===== src/rtl/deadlock_stall_watchdog_pkg.sv =====
// Shared types and default sizing for the deadlock stall watchdog.
// The state encoding is visible on the debug port, so the values are fixed.
package deadlock_wd_pkg;

    localparam int unsigned DEF_CNT_W          = 32;
    localparam int unsigned DEF_WARN_CYCLES    = 1000;
    localparam int unsigned DEF_TIMEOUT_CYCLES = 100000;

    typedef enum logic [1:0] {
        IDLE   = 2'd0,
        STALL  = 2'd1,
        WARNED = 2'd2,
        DEAD   = 2'd3
    } wd_state_t;

endpackage


===== src/rtl/deadlock_stall_watchdog_if.sv =====
// Bundle of the watchdog's control inputs and status outputs.
// The master side (harness) drives the controls; the slave side (watchdog)
// drives the statistics and flags.
interface deadlock_stall_watchdog_if
    import deadlock_wd_pkg::*;
#(
    parameter int unsigned CNT_W = DEF_CNT_W
);
    logic             enable;
    logic             block;
    logic             inst_idle;
    logic             clear;
    logic [CNT_W-1:0] stall_count;
    logic [CNT_W-1:0] max_stall;
    logic [CNT_W-1:0] episode_count;
    logic             warn_pulse;
    logic             deadlock_pulse;
    logic             deadlock;
    logic             finish_req;
    logic [1:0]       state_o;

    modport master (
        output enable, block, inst_idle, clear,
        input  stall_count, max_stall, episode_count,
        input  warn_pulse, deadlock_pulse, deadlock, finish_req, state_o
    );

    modport slave (
        input  enable, block, inst_idle, clear,
        output stall_count, max_stall, episode_count,
        output warn_pulse, deadlock_pulse, deadlock, finish_req, state_o
    );
endinterface


===== src/rtl/deadlock_stall_watchdog_sat_counter.sv =====
// Up-counter that sticks at all-ones instead of wrapping, with a
// synchronous clear to zero that takes priority over counting.
module sat_counter
    import deadlock_wd_pkg::*;
#(
    parameter int unsigned W = DEF_CNT_W
) (
    input  logic         clock,
    input  logic         reset,
    input  logic         inc,
    input  logic         load_zero,
    output logic [W-1:0] count
);

    // Clear wins, otherwise step by one unless already saturated.
    always_ff @(posedge clock or posedge reset) begin
        if (reset) begin
            count <= '0;
        end else if (load_zero) begin
            count <= '0;
        end else if (inc && (count != {W{1'b1}})) begin
            count <= count + W'(1);
        end
    end

endmodule


===== src/rtl/deadlock_stall_watchdog.sv =====
// Stall watchdog placed behind the HLS deadlock monitor: times consecutive
// qualified stalls, pulses a warning, then latches a sticky deadlock flag
// (mirrored on finish_req) and keeps stall statistics for reporting.
module deadlock_stall_watchdog
    import deadlock_wd_pkg::*;
#(
    parameter int unsigned CNT_W          = DEF_CNT_W,
    parameter int unsigned WARN_CYCLES    = DEF_WARN_CYCLES,
    parameter int unsigned TIMEOUT_CYCLES = DEF_TIMEOUT_CYCLES
) (
    input logic                      clock,
    input logic                      reset,
    deadlock_stall_watchdog_if.slave bus
);

    localparam longint unsigned CNT_MAX   = (64'd1 << CNT_W) - 64'd1;
    localparam logic [CNT_W-1:0] WARN_V    = CNT_W'(WARN_CYCLES);
    localparam logic [CNT_W-1:0] TIMEOUT_V = CNT_W'(TIMEOUT_CYCLES);
    localparam bit               WARN_ON   = (WARN_CYCLES != 0);

    // The timeout must sit strictly above the warning and below counter saturation.
    generate
        if (!((WARN_CYCLES < TIMEOUT_CYCLES) && (64'(TIMEOUT_CYCLES) < CNT_MAX))) begin : g_bad_cfg
            $error("deadlock_stall_watchdog: need WARN_CYCLES < TIMEOUT_CYCLES < 2**CNT_W-1");
        end
    endgenerate

    wd_state_t        state_q, state_d;
    logic             qb;
    logic             stall_inc, stall_zero, ep_inc, ep_zero;
    logic             warn_d, dead_pulse_d, deadlock_d;
    logic             warn_q, dead_pulse_q, deadlock_q;
    logic [CNT_W-1:0] stall_q, stall_plus1, stall_d;
    logic [CNT_W-1:0] ep_q;
    logic [CNT_W-1:0] max_q, max_d;

    assign qb          = bus.enable & bus.block & ~bus.inst_idle;
    assign stall_plus1 = stall_q + CNT_W'(1);
    assign stall_d     = stall_zero ? '0 : (stall_inc ? stall_plus1 : stall_q);
    assign max_d       = bus.clear ? '0 : ((stall_d > max_q) ? stall_d : max_q);

    sat_counter #(.W(CNT_W)) u_stall_cnt (
        .clock     (clock),
        .reset     (reset),
        .inc       (stall_inc),
        .load_zero (stall_zero),
        .count     (stall_q)
    );

    sat_counter #(.W(CNT_W)) u_episode_cnt (
        .clock     (clock),
        .reset     (reset),
        .inc       (ep_inc),
        .load_zero (ep_zero),
        .count     (ep_q)
    );

    // Next state, counter controls and pulse requests; clear overrides everything, DEAD ignores the stall input.
    always_comb begin
        state_d      = state_q;
        stall_inc    = 1'b0;
        stall_zero   = 1'b0;
        ep_inc       = 1'b0;
        ep_zero      = 1'b0;
        warn_d       = 1'b0;
        dead_pulse_d = 1'b0;
        deadlock_d   = deadlock_q;
        if (bus.clear) begin
            state_d    = IDLE;
            stall_zero = 1'b1;
            ep_zero    = 1'b1;
            deadlock_d = 1'b0;
        end else begin
            unique case (state_q)
                IDLE, STALL: begin
                    if (qb) begin
                        stall_inc = 1'b1;
                        ep_inc    = (state_q == IDLE);
                        state_d   = STALL;
                        if (WARN_ON && (stall_plus1 == WARN_V)) begin
                            state_d = WARNED;
                            warn_d  = 1'b1;
                        end else if (stall_plus1 == TIMEOUT_V) begin
                            state_d      = DEAD;
                            dead_pulse_d = 1'b1;
                            deadlock_d   = 1'b1;
                        end
                    end else begin
                        state_d    = IDLE;
                        stall_zero = 1'b1;
                    end
                end
                WARNED: begin
                    if (qb) begin
                        stall_inc = 1'b1;
                        if (stall_plus1 == TIMEOUT_V) begin
                            state_d      = DEAD;
                            dead_pulse_d = 1'b1;
                            deadlock_d   = 1'b1;
                        end
                    end else begin
                        state_d    = IDLE;
                        stall_zero = 1'b1;
                    end
                end
                DEAD: begin
                end
                default: begin
                    state_d    = IDLE;
                    stall_zero = 1'b1;
                end
            endcase
        end
    end

    // State, pulses, sticky flag and longest-stall register.
    always_ff @(posedge clock or posedge reset) begin
        if (reset) begin
            state_q      <= IDLE;
            warn_q       <= 1'b0;
            dead_pulse_q <= 1'b0;
            deadlock_q   <= 1'b0;
            max_q        <= '0;
        end else begin
            state_q      <= state_d;
            warn_q       <= warn_d;
            dead_pulse_q <= dead_pulse_d;
            deadlock_q   <= deadlock_d;
            max_q        <= max_d;
        end
    end

    assign bus.stall_count    = stall_q;
    assign bus.max_stall      = max_q;
    assign bus.episode_count  = ep_q;
    assign bus.warn_pulse     = warn_q;
    assign bus.deadlock_pulse = dead_pulse_q;
    assign bus.deadlock       = deadlock_q;
    assign bus.finish_req     = deadlock_q;
    assign bus.state_o        = state_q;

endmodule


===== src/flat_wrapper.sv =====
// flat-port wrapper written by rule: the top's interface ports become plain ports
module deadlock_stall_watchdog_flat import deadlock_wd_pkg::*;
#(
    parameter int unsigned CNT_W          = DEF_CNT_W,
    parameter int unsigned WARN_CYCLES    = DEF_WARN_CYCLES,
    parameter int unsigned TIMEOUT_CYCLES = DEF_TIMEOUT_CYCLES
)
  (clock, reset, bus_enable, bus_block, bus_inst_idle, bus_clear, bus_stall_count, bus_max_stall, bus_episode_count, bus_warn_pulse, bus_deadlock_pulse, bus_deadlock, bus_finish_req, bus_state_o);
  deadlock_stall_watchdog_if #(.CNT_W(CNT_W)) bus_i ();
  input logic clock;
  input logic reset;
  input wire logic [$bits(bus_i.enable)-1:0] bus_enable;
  input wire logic [$bits(bus_i.block)-1:0] bus_block;
  input wire logic [$bits(bus_i.inst_idle)-1:0] bus_inst_idle;
  input wire logic [$bits(bus_i.clear)-1:0] bus_clear;
  output wire logic [$bits(bus_i.stall_count)-1:0] bus_stall_count;
  output wire logic [$bits(bus_i.max_stall)-1:0] bus_max_stall;
  output wire logic [$bits(bus_i.episode_count)-1:0] bus_episode_count;
  output wire logic [$bits(bus_i.warn_pulse)-1:0] bus_warn_pulse;
  output wire logic [$bits(bus_i.deadlock_pulse)-1:0] bus_deadlock_pulse;
  output wire logic [$bits(bus_i.deadlock)-1:0] bus_deadlock;
  output wire logic [$bits(bus_i.finish_req)-1:0] bus_finish_req;
  output wire logic [$bits(bus_i.state_o)-1:0] bus_state_o;
  assign bus_i.enable = bus_enable;
  assign bus_i.block = bus_block;
  assign bus_i.inst_idle = bus_inst_idle;
  assign bus_i.clear = bus_clear;
  assign bus_stall_count = bus_i.stall_count;
  assign bus_max_stall = bus_i.max_stall;
  assign bus_episode_count = bus_i.episode_count;
  assign bus_warn_pulse = bus_i.warn_pulse;
  assign bus_deadlock_pulse = bus_i.deadlock_pulse;
  assign bus_deadlock = bus_i.deadlock;
  assign bus_finish_req = bus_i.finish_req;
  assign bus_state_o = bus_i.state_o;
  deadlock_stall_watchdog #(.CNT_W(CNT_W), .WARN_CYCLES(WARN_CYCLES), .TIMEOUT_CYCLES(TIMEOUT_CYCLES)) u_core (.clock(clock), .reset(reset), .bus(bus_i));
endmodule

===== config.mk =====
export PLATFORM = sky130hd
export DESIGN_NAME = deadlock_stall_watchdog_flat
export DESIGN_NICKNAME = d
export VERILOG_FILES = /design/src/rtl/deadlock_stall_watchdog_pkg.sv /design/src/rtl/deadlock_stall_watchdog_if.sv /design/src/rtl/deadlock_stall_watchdog_sat_counter.sv /design/src/rtl/deadlock_stall_watchdog.sv /design/src/flat_wrapper.sv
export SDC_FILE = /design/constraint.sdc
export NUM_CORES = 1
export LEC_CHECK = 0
export CORE_MARGIN = 1.5
export CORE_UTILIZATION = 40
export CTS_CLUSTER_DIAMETER = 30
export DETAILED_ROUTE_END_ITERATION = 10
export GPL_TIMING_DRIVEN = 0
export PLACE_DENSITY = 0.71
export SKIP_LAST_GASP = 1
export SLEW_MARGIN = 20
export SYNTH_ARGS = -nofsm -noshare
export SYNTH_HDL_FRONTEND = slang
export SYNTH_HIERARCHICAL = 1
export SYNTH_SLANG_ARGS = --single-unit
export TNS_END_PERCENT = 5

===== constraint.sdc =====
create_clock -name clock -period 5.46 [get_ports clock]
set_input_delay 0.546 -clock clock [delete_from_list [all_inputs] [get_ports clock]]
set_output_delay 0.546 -clock clock [all_outputs]
set_load 0.005 [all_outputs]

* Word level (Yosys, flattened, before mapping)
Cells that the tools add are included.
Word-level totals: bits in registers 101, input bits 6, output and inout port bits 102, word-level logic and storage cells 75
Operators by class: add/subtract/negate cells 2, order comparisons 1, equal/unequal tests 10, mux-type cells 41, bitwise gates (word level) 3, reductions and logical operators 11
Operator list (count):
- $mux 32 | 8
- $add 32x1->32 const B | 2
- $ne 32x32->1 const B | 2
- $eq 32x10->1 const B | 1
- $eq 32x17->1 const B | 1
- $gt 32x32->1 | 1
- $mux 1 | 24
- $mux 2 | 6
- $ne 3x2->1 const B | 2
- $reduce_bool 2->1 | 3
- $ne 4x4->1 const B | 1
- $pmux 1 s2 | 2
- $pmux 2 s2 | 1
- $reduce_and 4->1 | 1
- $ne 3x3->1 const B | 1
- $reduce_bool 3->1 | 1
- $reduce_or 3->1 | 1
- $and 1x1->1 | 2
- $eq 2x1->1 const B | 1
- $eq 2x2->1 const B | 1
- $logic_and 1x1->1 | 2
- $logic_not 2->1 | 1
- $reduce_and 2->1 | 1
- $reduce_or 2->1 | 1
- $not 1->1 | 1

* Longest topological paths before layout
Gate-level depths: netlist of the first run.
word-level depth 10, gate-level depth with buffers 18

* Cells and area by module
Netlist of the first run, hierarchy kept.
Modules (own cells, without submodules):
- deadlock_stall_watchdog | instances 1, cells an instance 523, area an instance 4062.6 um^2, seq. area each 925.9 um^2
- sat_counter (u_core.u_stall_cnt) | instances 1, cells an instance 199, area an instance 1911.8 um^2, seq. area each 800.8 um^2
- sat_counter (u_core.u_episode_cnt) | instances 1, cells an instance 186, area an instance 1740.4 um^2, seq. area each 800.8 um^2

* Worst setup path after synthesis of the first run
No wires, ideal clock.
path kind register to register, start reg u_core.u_stall_cnt.count[8], end reg u_core.max_q[1] (netlist: u_core/bus.max_stall[1]), library setup time 0.125 ns, data arrival time 4.078 ns, setup slack 1.257 ns, stages on the path, launching flop included 17, cell sequence dfrtp_1 buf_6 nand3_1 or4_4 nor3_2 nand2_1 o21ai_0 a21boi_0 o21bai_1 inv_1 ha_1 nand4_1 nor4_1 o21ai_0 a32oi_1 clkbuf_1 mux2_2
Between the ends: cells in the longest elaborated chain, start to end 5
RTL lines:
- start: declaration | RTL line deadlock_stall_watchdog_sat_counter.sv:12 | output logic [W-1:0] count
- start signal: assignment | RTL line deadlock_stall_watchdog_sat_counter.sv:22 | count <= count + W'(1);
- $add 32x1->32 | RTL line deadlock_stall_watchdog.sv:38 | assign stall_plus1 = stall_q + CNT_W'(1);
- $mux 32 * (2 in series) | RTL line deadlock_stall_watchdog.sv:39 | assign stall_d = stall_zero ? '0 : (stall_inc ? stall_plus1 : stall_q);
- $gt 32x32->1 * | RTL line deadlock_stall_watchdog.sv:40 | assign max_d = bus.clear ? '0 : ((stall_d > max_q) ? stall_d : max_q);
- $reduce_bool 2->1 (no line) *
- end signal: assignment | RTL line deadlock_stall_watchdog.sv:129 | max_q <= max_d;
- end: declaration | RTL line deadlock_stall_watchdog.sv:35 | logic [CNT_W-1:0] max_q, max_d;
Mark *: on every way between the ends. The rest lies on a longest branch, timed or not. A chain may end at the register's enable or synchronous reset.

* Worst setup path after layout of the first run
start reg u_core.u_stall_cnt.count[0], end reg u_core.max_q[16] (netlist: u_core/bus.max_stall[16])
Between the ends: cells in the longest elaborated chain, start to end 5
RTL lines (RTL line):
- $add 32x1->32 | deadlock_stall_watchdog.sv:38
- $mux 32 * (2 in series) | deadlock_stall_watchdog.sv:39
- $gt 32x32->1 / $mux 32 (equally long branches) | deadlock_stall_watchdog.sv:40
- $reduce_bool 2->1 (no line) / $mux 32 (equally long branches)
Mark *: on every way between the ends. The rest lies on a longest branch, timed or not. The select of a mux whose other input is x is not followed.

==> impl_summary.log, run 1 <==
[metrics] run status: completed
[metrics] Diodes inserted: 0
[metrics] total overflow reported by the global router: 0
[metrics] number of flops mapped to enable cells by yosys: 0
[metrics] leakage: 3.56 nW
[metrics] Setup Buffers After CTS: 0
[metrics] area leader, netlist: dfrtp_1
[metrics] Period Utilization, post-route: 0.953
[metrics] number of max-slew violations in the final report: 0
[metrics] Reg clk slew, reported paths: 0.07 ns
[metrics] largest incremental delay on the critical path: 0.56 ns
[metrics] required time worst endpoint: 5.69 ns
[metrics] share of post-route cells with drive strength above 1: 0.113
[metrics] number of DRC violations after detailed-routing iteration 0: 640
[metrics] family with the most delay on the worst path: simple AND/OR/NAND/NOR gates
[metrics] post-synthesis cell area: 7710 µm²
[metrics] total of cells resized after clock tree synthesis: 0
[metrics] clock tree from TritonCTS: done
[metrics] highest-delay cell along the critical path: dfrtp_1
[metrics] Tmin final: 5.20 ns
[metrics] worst setup path class: flop to flop
[metrics] capture point of the worst reg-to-reg path: u_core/bus.max_stall[16]$_DFFE_PP0P_
[metrics] number of sinks handled by clock tree synthesis: 101
[metrics] Syn-to-layout area delta: 21.9%
[metrics] overall fraction of global-route tracks in use: 0.224
[metrics] kind of start point of the critical path: flop
[metrics] post-synth net total: 949
[metrics] via count of the first global-routing pass: 6957
[metrics] Die Outline Area: 20100 µm²
[metrics] instance count after placement with tap cells included: 1276
[metrics] synthesis-stage register bit count: 101
[metrics] final weighted congestion in routability-driven placement: 0.971
[metrics] unrepaired setup endpoints after global routing: yes
[metrics] hold-fix buffers at CTS: 0
[metrics] antenna-violating nets left: 0
[metrics] Max Clk Rate: 192 MHz
[metrics] last element of the critical path: u_core/bus.max_stall[16]$_DFFE_PP0P_
[metrics] number of top-level pins: 108
[metrics] ratio of routed vias to standard cells: 5.79
[metrics] sequential area share after synthesis: 0.328
[metrics] maximum buffer depth of the clock tree: 2
[metrics] area fraction of the dominant cell type after synthesis: 0.328
[metrics] worst relative slew slack: 0.270
[metrics] number of buffers created by CTS: 9
[metrics] number of detailed-routing iterations run before antenna repair: 5
[metrics] R2R Path Start: u_core/u_stall_cnt/count[0]$_DFFE_PP0P_
[metrics] maximum fanout encountered on the critical timing path: 10
[metrics] total design power: 1.42 mW
[metrics] Synth Warn #: 6
[metrics] reg-to-reg setup timing slack: 0.26 ns
[metrics] wire length per cell after detailed routing: 17.4 µm
[metrics] critical path cell sequence: ha_1 > nand3_1 > or2_1 > clkbuf_1 > nor3_2 > nand2_1 > o21ai_0 > a21boi_0 > o21bai_1 > inv_1 > ha_1 > nand4_1 > nor4_1 > o21ai_0 > a32oi_1 > clkbuf_1 > mux2_2
[metrics] min-delay worst type: input port to asynchronous set/reset pin
[metrics] asr flop ratio synth: 1.00
[metrics] Die Span Y: 142 µm
[metrics] drt drc: 0
[metrics] worst-case vdd ir drop: 0.129 mV
[metrics] number of buffer and inverter instances along the worst setup path: 3
[metrics] most frequent cells in the layout: 107 x clkdlybuf4s50_1, 101 x dfrtp_1, 98 x nor2_1
[metrics] endpoint class of the critical path: flop
[metrics] maximum number of pins on one net before global-route repair: 33
[metrics] Final setup violation count: 0
[metrics] total power per unit cell area: 151 nW/µm²
[metrics] effective utilization at floorplan: 0.410
[metrics] most area-consuming cells after synthesis: dfrtp_1 33%, ha_1 5.7%, a21oi_1 5.2%, nor2_1 4.8%, mux2_2 4.5%
[metrics] slew at the pin closest to its max-slew limit: 1.08 ns
[metrics] floorplan row count: 50
[metrics] final worst hold slack: 0.573 ns
[metrics] arrival time worst endpoint: 5.43 ns
[metrics] number of cell instances on the worst register-to-register path: 17
[metrics] HPWL Detailed: 16.5 mm
[metrics] worst clock skew: 0.00542 ns
[metrics] root buf cell: clkbuf_16
[metrics] crit path from: u_core/u_stall_cnt/count[0]$_DFFE_PP0P_
[metrics] most frequent standard cell in the layout excluding fill and tap cells: clkdlybuf4s50_1
[metrics] max cap viols: 0
[metrics] antenna violations before repair: 0
[metrics] wire length of the first global-routing pass: 36.1 mm
[metrics] Post-Synthesis Cells: 908
[metrics] total count of hold-check failures in the final report: 0
[metrics] total number of vias: 7468
[metrics] post-synthesis area per instance: 8.50 µm²
[metrics] number of distinct library cells after synthesis: 73
[metrics] Clk Latency, worst-skew pair: 0.35 ns
[metrics] core area: 18800 µm²
[metrics] total wire length after detailed routing: 22.4 mm
[metrics] nets@finish: 1068
[metrics] CTS HTree Levels: 3
[metrics] DIE WIDTH: 142 µm
[metrics] top_reg_cell synth: dfrtp_1
[metrics] number of standard cells in the final layout excluding fillers: 1290
[metrics] port buffer count: 107
[metrics] number of logic stages on the critical path including buffering: 17
## state kept, by name, summed over array words and instances, names as in the netlist
register                    count
u_core/u_episode_cnt/count     32
u_core/u_stall_cnt/count       32
u_core/bus.state_o              2
u_core/bus.max_stall           32
u_core/bus.deadlock_pulse       1
u_core/bus.warn_pulse           1
u_core/bus.deadlock             1
## synth_stat cells (3+ instances only)
cell type  number
a211oi_1        3
a21o_1         15
a21oi_1        80
a22oi_1         3
a311oi_1        6
a31oi_1         6
and2_1          5
and3_1          5
and4_1          7
buf_2           6
buf_4           5
buf_6           9
clkbuf_1       30
dfrtp_1       101
ha_1           35
inv_1          50
mux2_2         31
mux2_4          5
mux2i_1         7
nand2_1        69
nand2b_1        3
nand3_1        37
nand3b_1        3
nand4_1        29
nand4_2         3
nor2_1         98
nor2b_1         9
nor3_1         14
nor4_1         20
nor4_2          7
o21ai_0        42
o31a_1          3
o31ai_1        24
or2_2           7
or3_1          23
or4_1          30
or4_4           3
xnor2_1        24
xor2_1         10
## metrics by stage
stage | area, µm² | setup WS (ns) | TNS (ns) | util
floorplan | 7710 | 1.26 | 0 | -
global placement | 9110 | 0.274 | 0 | 0.484
detailed placement | 9130 | 0.276 | 0 | 0.485
CTS | 9400 | 0.337 | 0 | 0.499
global route | 9410 | -0.133 | -2.19 | 0.500
finish | 9410 | 0.258 | 0 | 0.500
## area by class of cell
| type | instances | area (µm²) |
|---|---|---|
| clock buffer | 12 | 256 |
| multi-input combinational | 705 | 4710 |
| buffer | 52 | 300 |
| clock inverter | 2 | 10.0 |
| sequential | 101 | 2530 |
| inverter | 50 | 188 |
| timing repair buffer | 108 | 1090 |
| fill | 1791 | 9420 |
| tap | 260 | 325 |
## where the power goes
part | total (mW) | switching, mW | leakage (nW) | internal [mW]
clock network | 0.602 | 0.274 | 0.134 | 0.328
registers | 0.749 | 0.000787 | 1.41 | 0.748
logic | 0.0703 | 0.0509 | 2.02 | 0.0193
## cell families (layout without fill, tap and decap cells)
family / count (synthesis) / in the layout / synth area share
mux: 44 / 44 / 0.0655
fa+ha+maj: 35 / 35 / 0.0568
flops: 101 / 101 / 0.328
compound gates: 203 / 203 / 0.166
buf+inv: 102 / 224 / 0.0631
simple gates: 389 / 389 / 0.283
xor+xnor: 34 / 34 / 0.0386
## how the worst min path moves through the flow
stage / endpoint / depth (start not counted) / start / slack [ns]
finish: u_core/bus.state_o[1]$_DFFE_PP0P_ / 2 / reset / 0.57
global route: u_core/bus.deadlock$_DFFE_PP0P_ / 2 / reset / 0.56
CTS: u_core/bus.state_o[1]$_DFFE_PP0P_ / 2 / reset / 0.54
detailed placement: u_core/bus.warn_pulse$_DFF_PP0_ / 1 / u_core/bus.state_o[1]$_DFFE_PP0P_ / 0.57
global placement: u_core/u_episode_cnt/count[31]$_DFFE_PP0P_ / 2 / u_core/u_episode_cnt/count[31]$_DFFE_PP0P_ / 0.56
floorplan: u_core/bus.deadlock$_DFFE_PP0P_ / 2 / u_core/bus.deadlock$_DFFE_PP0P_ / 0.51
## per-layer routing
metal / vias up / share of wire / GRT usage
met1: 3543 / 0.43 / 0.302
met2: 312 / 0.47 / 0.370
met3: 38 / 0.079 / 0.0398
met4: 0 / 0.019 / 0.0629
met5: - / 0 / 0
li1: 3575 / - / -
## worst register-to-register path: cells and delay by family (launching register included)
kind / cells / cell delay, ns
compound gates: 5 / 1.08
fa+ha+maj: 2 / 0.67
buf+inv: 3 / 0.83
flops: 1 / 0.56
mux: 1 / 0.41
simple gates: 6 / 1.55
Note: power is estimated with default switching activity, not from simulation.
==> run 2: changes to the inputs <==
--- a/config.mk
+++ b/config.mk
@@ -7,6 +7,7 @@
 export LEC_CHECK = 0
 export CORE_MARGIN = 1.5
 export CORE_UTILIZATION = 40
+export CTS_BUF_LIST = sky130_fd_sc_hd__clkbuf_8
 export CTS_CLUSTER_DIAMETER = 30
 export DETAILED_ROUTE_END_ITERATION = 10
 export GPL_TIMING_DRIVEN = 0
==> run 2 against run 1 <==
Net effect: power is 11% lower; sequential power barely moved; register-to-register slack improved by 0.03 ns; combinational power barely moved; non-clock buffer count unchanged; wire length barely moved; fmax rose by 0.53%; die area is the same; via count increased by 0.37%; clock power is 27% lower.
==> impl_summary.log, run 2 (synthesized netlist as in run 1, its figures left out) <==
[metrics] ratio of routed vias to standard cells: 5.81
[metrics] effective utilization at floorplan: 0.410
[metrics] Clk Latency, worst-skew pair: 0.38 ns
[metrics] core area: 18800 µm²
[metrics] number of buffers created by CTS: 9
[metrics] floorplan row count: 50
[metrics] Max Clk Rate: 193 MHz
[metrics] worst-case vdd ir drop: 0.105 mV
[metrics] port buffer count: 107
[metrics] most frequent cells in the layout: 107 x clkdlybuf4s50_1, 101 x dfrtp_1, 98 x nor2_1
[metrics] required time worst endpoint: 5.73 ns
[metrics] total design power: 1.26 mW
[metrics] HPWL Detailed: 16.5 mm
[metrics] endpoint class of the critical path: flop
[metrics] number of sinks handled by clock tree synthesis: 101
[metrics] antenna-violating nets left: 0
[metrics] number of max-slew violations in the final report: 0
[metrics] total power per unit cell area: 135 nW/µm²
[metrics] max cap viols: 0
[metrics] worst setup path class: flop to flop
[metrics] clock tree from TritonCTS: done
[metrics] maximum number of pins on one net before global-route repair: 33
[metrics] Die Outline Area: 20100 µm²
[metrics] number of detailed-routing iterations run before antenna repair: 5
[metrics] Die Span Y: 142 µm
[metrics] leakage: 3.52 nW
[metrics] total number of vias: 7496
[metrics] CTS HTree Levels: 3
[metrics] Setup Buffers After CTS: 0
[metrics] Global Route met2 Usage: 0.367
[metrics] most frequent standard cell in the layout excluding fill and tap cells: clkdlybuf4s50_1
[metrics] Tmin final: 5.17 ns
[metrics] most crowded layer after global routing: met2
[metrics] final weighted congestion in routability-driven placement: 0.971
[metrics] worst clock skew: 0.00811 ns
[metrics] kind of start point of the critical path: flop
[metrics] Syn-to-layout area delta: 20.6%
[metrics] Period Utilization, post-route: 0.948
[metrics] Util after Layout: 0.494
[metrics] met3 track demand over resource: 0.0351
[metrics] root buf cell: clkbuf_8
[metrics] arrival time worst endpoint: 5.45 ns
[metrics] number of top-level pins: 108
[metrics] crit path from: u_core/u_stall_cnt/count[0]$_DFFE_PP0P_
[metrics] run status: completed
[metrics] total overflow reported by the global router: 0
[metrics] met1 layer usage reported by global route: 0.302
[metrics] drt drc: 0
[metrics] unrepaired setup endpoints after global routing: yes
[metrics] Reg clk slew, reported paths: 0.09 ns
[metrics] maximum fanout encountered on the critical timing path: 10
[metrics] number of cell instances on the worst register-to-register path: 17
[metrics] reg-to-reg setup timing slack: 0.29 ns
[metrics] min-delay worst type: input port to asynchronous set/reset pin
[metrics] Final setup violation count: 0
[metrics] total count of hold-check failures in the final report: 0
[metrics] total wire length after detailed routing: 22.4 mm
[metrics] via count of the first global-routing pass: 6935
[metrics] overall fraction of global-route tracks in use: 0.224
[metrics] number of DRC violations after detailed-routing iteration 0: 604
[metrics] antenna violations before repair: 0
[metrics] nets@finish: 1068
[metrics] DIE WIDTH: 142 µm
[metrics] share of post-route cells with drive strength above 1: 0.113
[metrics] R2R Path Start: u_core/u_stall_cnt/count[0]$_DFFE_PP0P_
[metrics] capture point of the worst reg-to-reg path: u_core/bus.max_stall[16]$_DFFE_PP0P_
[metrics] Setup Total Neg Slack: 0 ns
[metrics] maximum buffer depth of the clock tree: 2
[metrics] wire length of the first global-routing pass: 36.0 mm
[metrics] Diodes inserted: 0
[metrics] worst relative slew slack: 0.280
[metrics] slew at the pin closest to its max-slew limit: 1.07 ns
[metrics] wire length per cell after detailed routing: 17.4 µm
run 2: changes by cell type in the layout (fill, tap and decap cells not counted), sizes merged:
cell    change
clkbuf      -1
inv         +1
run 2: worst max path at each step:
stage,cells past startpoint,end,slack [ns]
after floorplan,16,u_core/bus.max_stall[1]$_DFFE_PP0P_,1.26
after global placement,16,u_core/bus.max_stall[28]$_DFFE_PP0P_,0.27
after detailed placement,16,u_core/bus.max_stall[28]$_DFFE_PP0P_,0.28
after CTS,17,u_core/bus.max_stall[28]$_DFFE_PP0P_,0.32
after global routing,17,u_core/bus.max_stall[16]$_DFFE_PP0P_,-0.14
final,17,u_core/bus.max_stall[16]$_DFFE_PP0P_,0.29
run 2: routing by layer:
| metal | wire length (µm) | vias to the layer above |
|---|---|---|
| met1 | 9650 | 3568 |
| li1 | - | 3566 |
| met4 | 418 | 0 |
| met5 | 0 | - |
| met2 | 10600 | 330 |
| met3 | 1680 | 32 |
run 2: cell type report:
type | instances | area (µm²)
Buffer | 52 | 300
Clock buffer | 11 | 151
Clock inverter | 3 | 13.8
Multi-Input combinational cell | 705 | 4710
Sequential cell | 101 | 2530
Timing Repair Buffer | 108 | 1090
Fill cell | 1806 | 9530
Tap cell | 260 | 325
Inverter | 50 | 188
run 2: critical path, stage by stage (launching register included):
cell and delay [ns]:
dfrtp_1 0.57, ha_1 0.37, nand3_1 0.19, or2_1 0.26, clkbuf_1 0.24, nor3_2 0.37, nand2_1 0.16, o21ai_0 0.20
a21boi_0 0.10, o21bai_1 0.23, inv_1 0.07, ha_1 0.29, nand4_1 0.13, nor4_1 0.40, o21ai_0 0.14, a32oi_1 0.39
clkbuf_1 0.54, mux2_2 0.41
run 2: repair_timing:
item	4_1_cts	5_1_grt
hold buffers	0	0
resized for setup	0	2
endpoints found under the setup margin	0	29
run 2: report_power, final:
part           leakage [nW]  internal [mW]  switching (mW)
sequential             1.41          0.748        0.000786
clock                0.0922          0.183           0.259
combinational          2.02         0.0193          0.0510
run 2: through the flow:
step	hold WS (ns)	worst slack, ns	instance area [µm²]	instances
CTS	0.491	0.316	9300	1290
floorplan	0.508	1.26	7710	908
finish	0.521	0.285	9310	1290
detailed placement	0.571	0.276	9130	1276
global route	0.512	-0.135	9310	1290
global placement	0.559	0.274	9110	1275
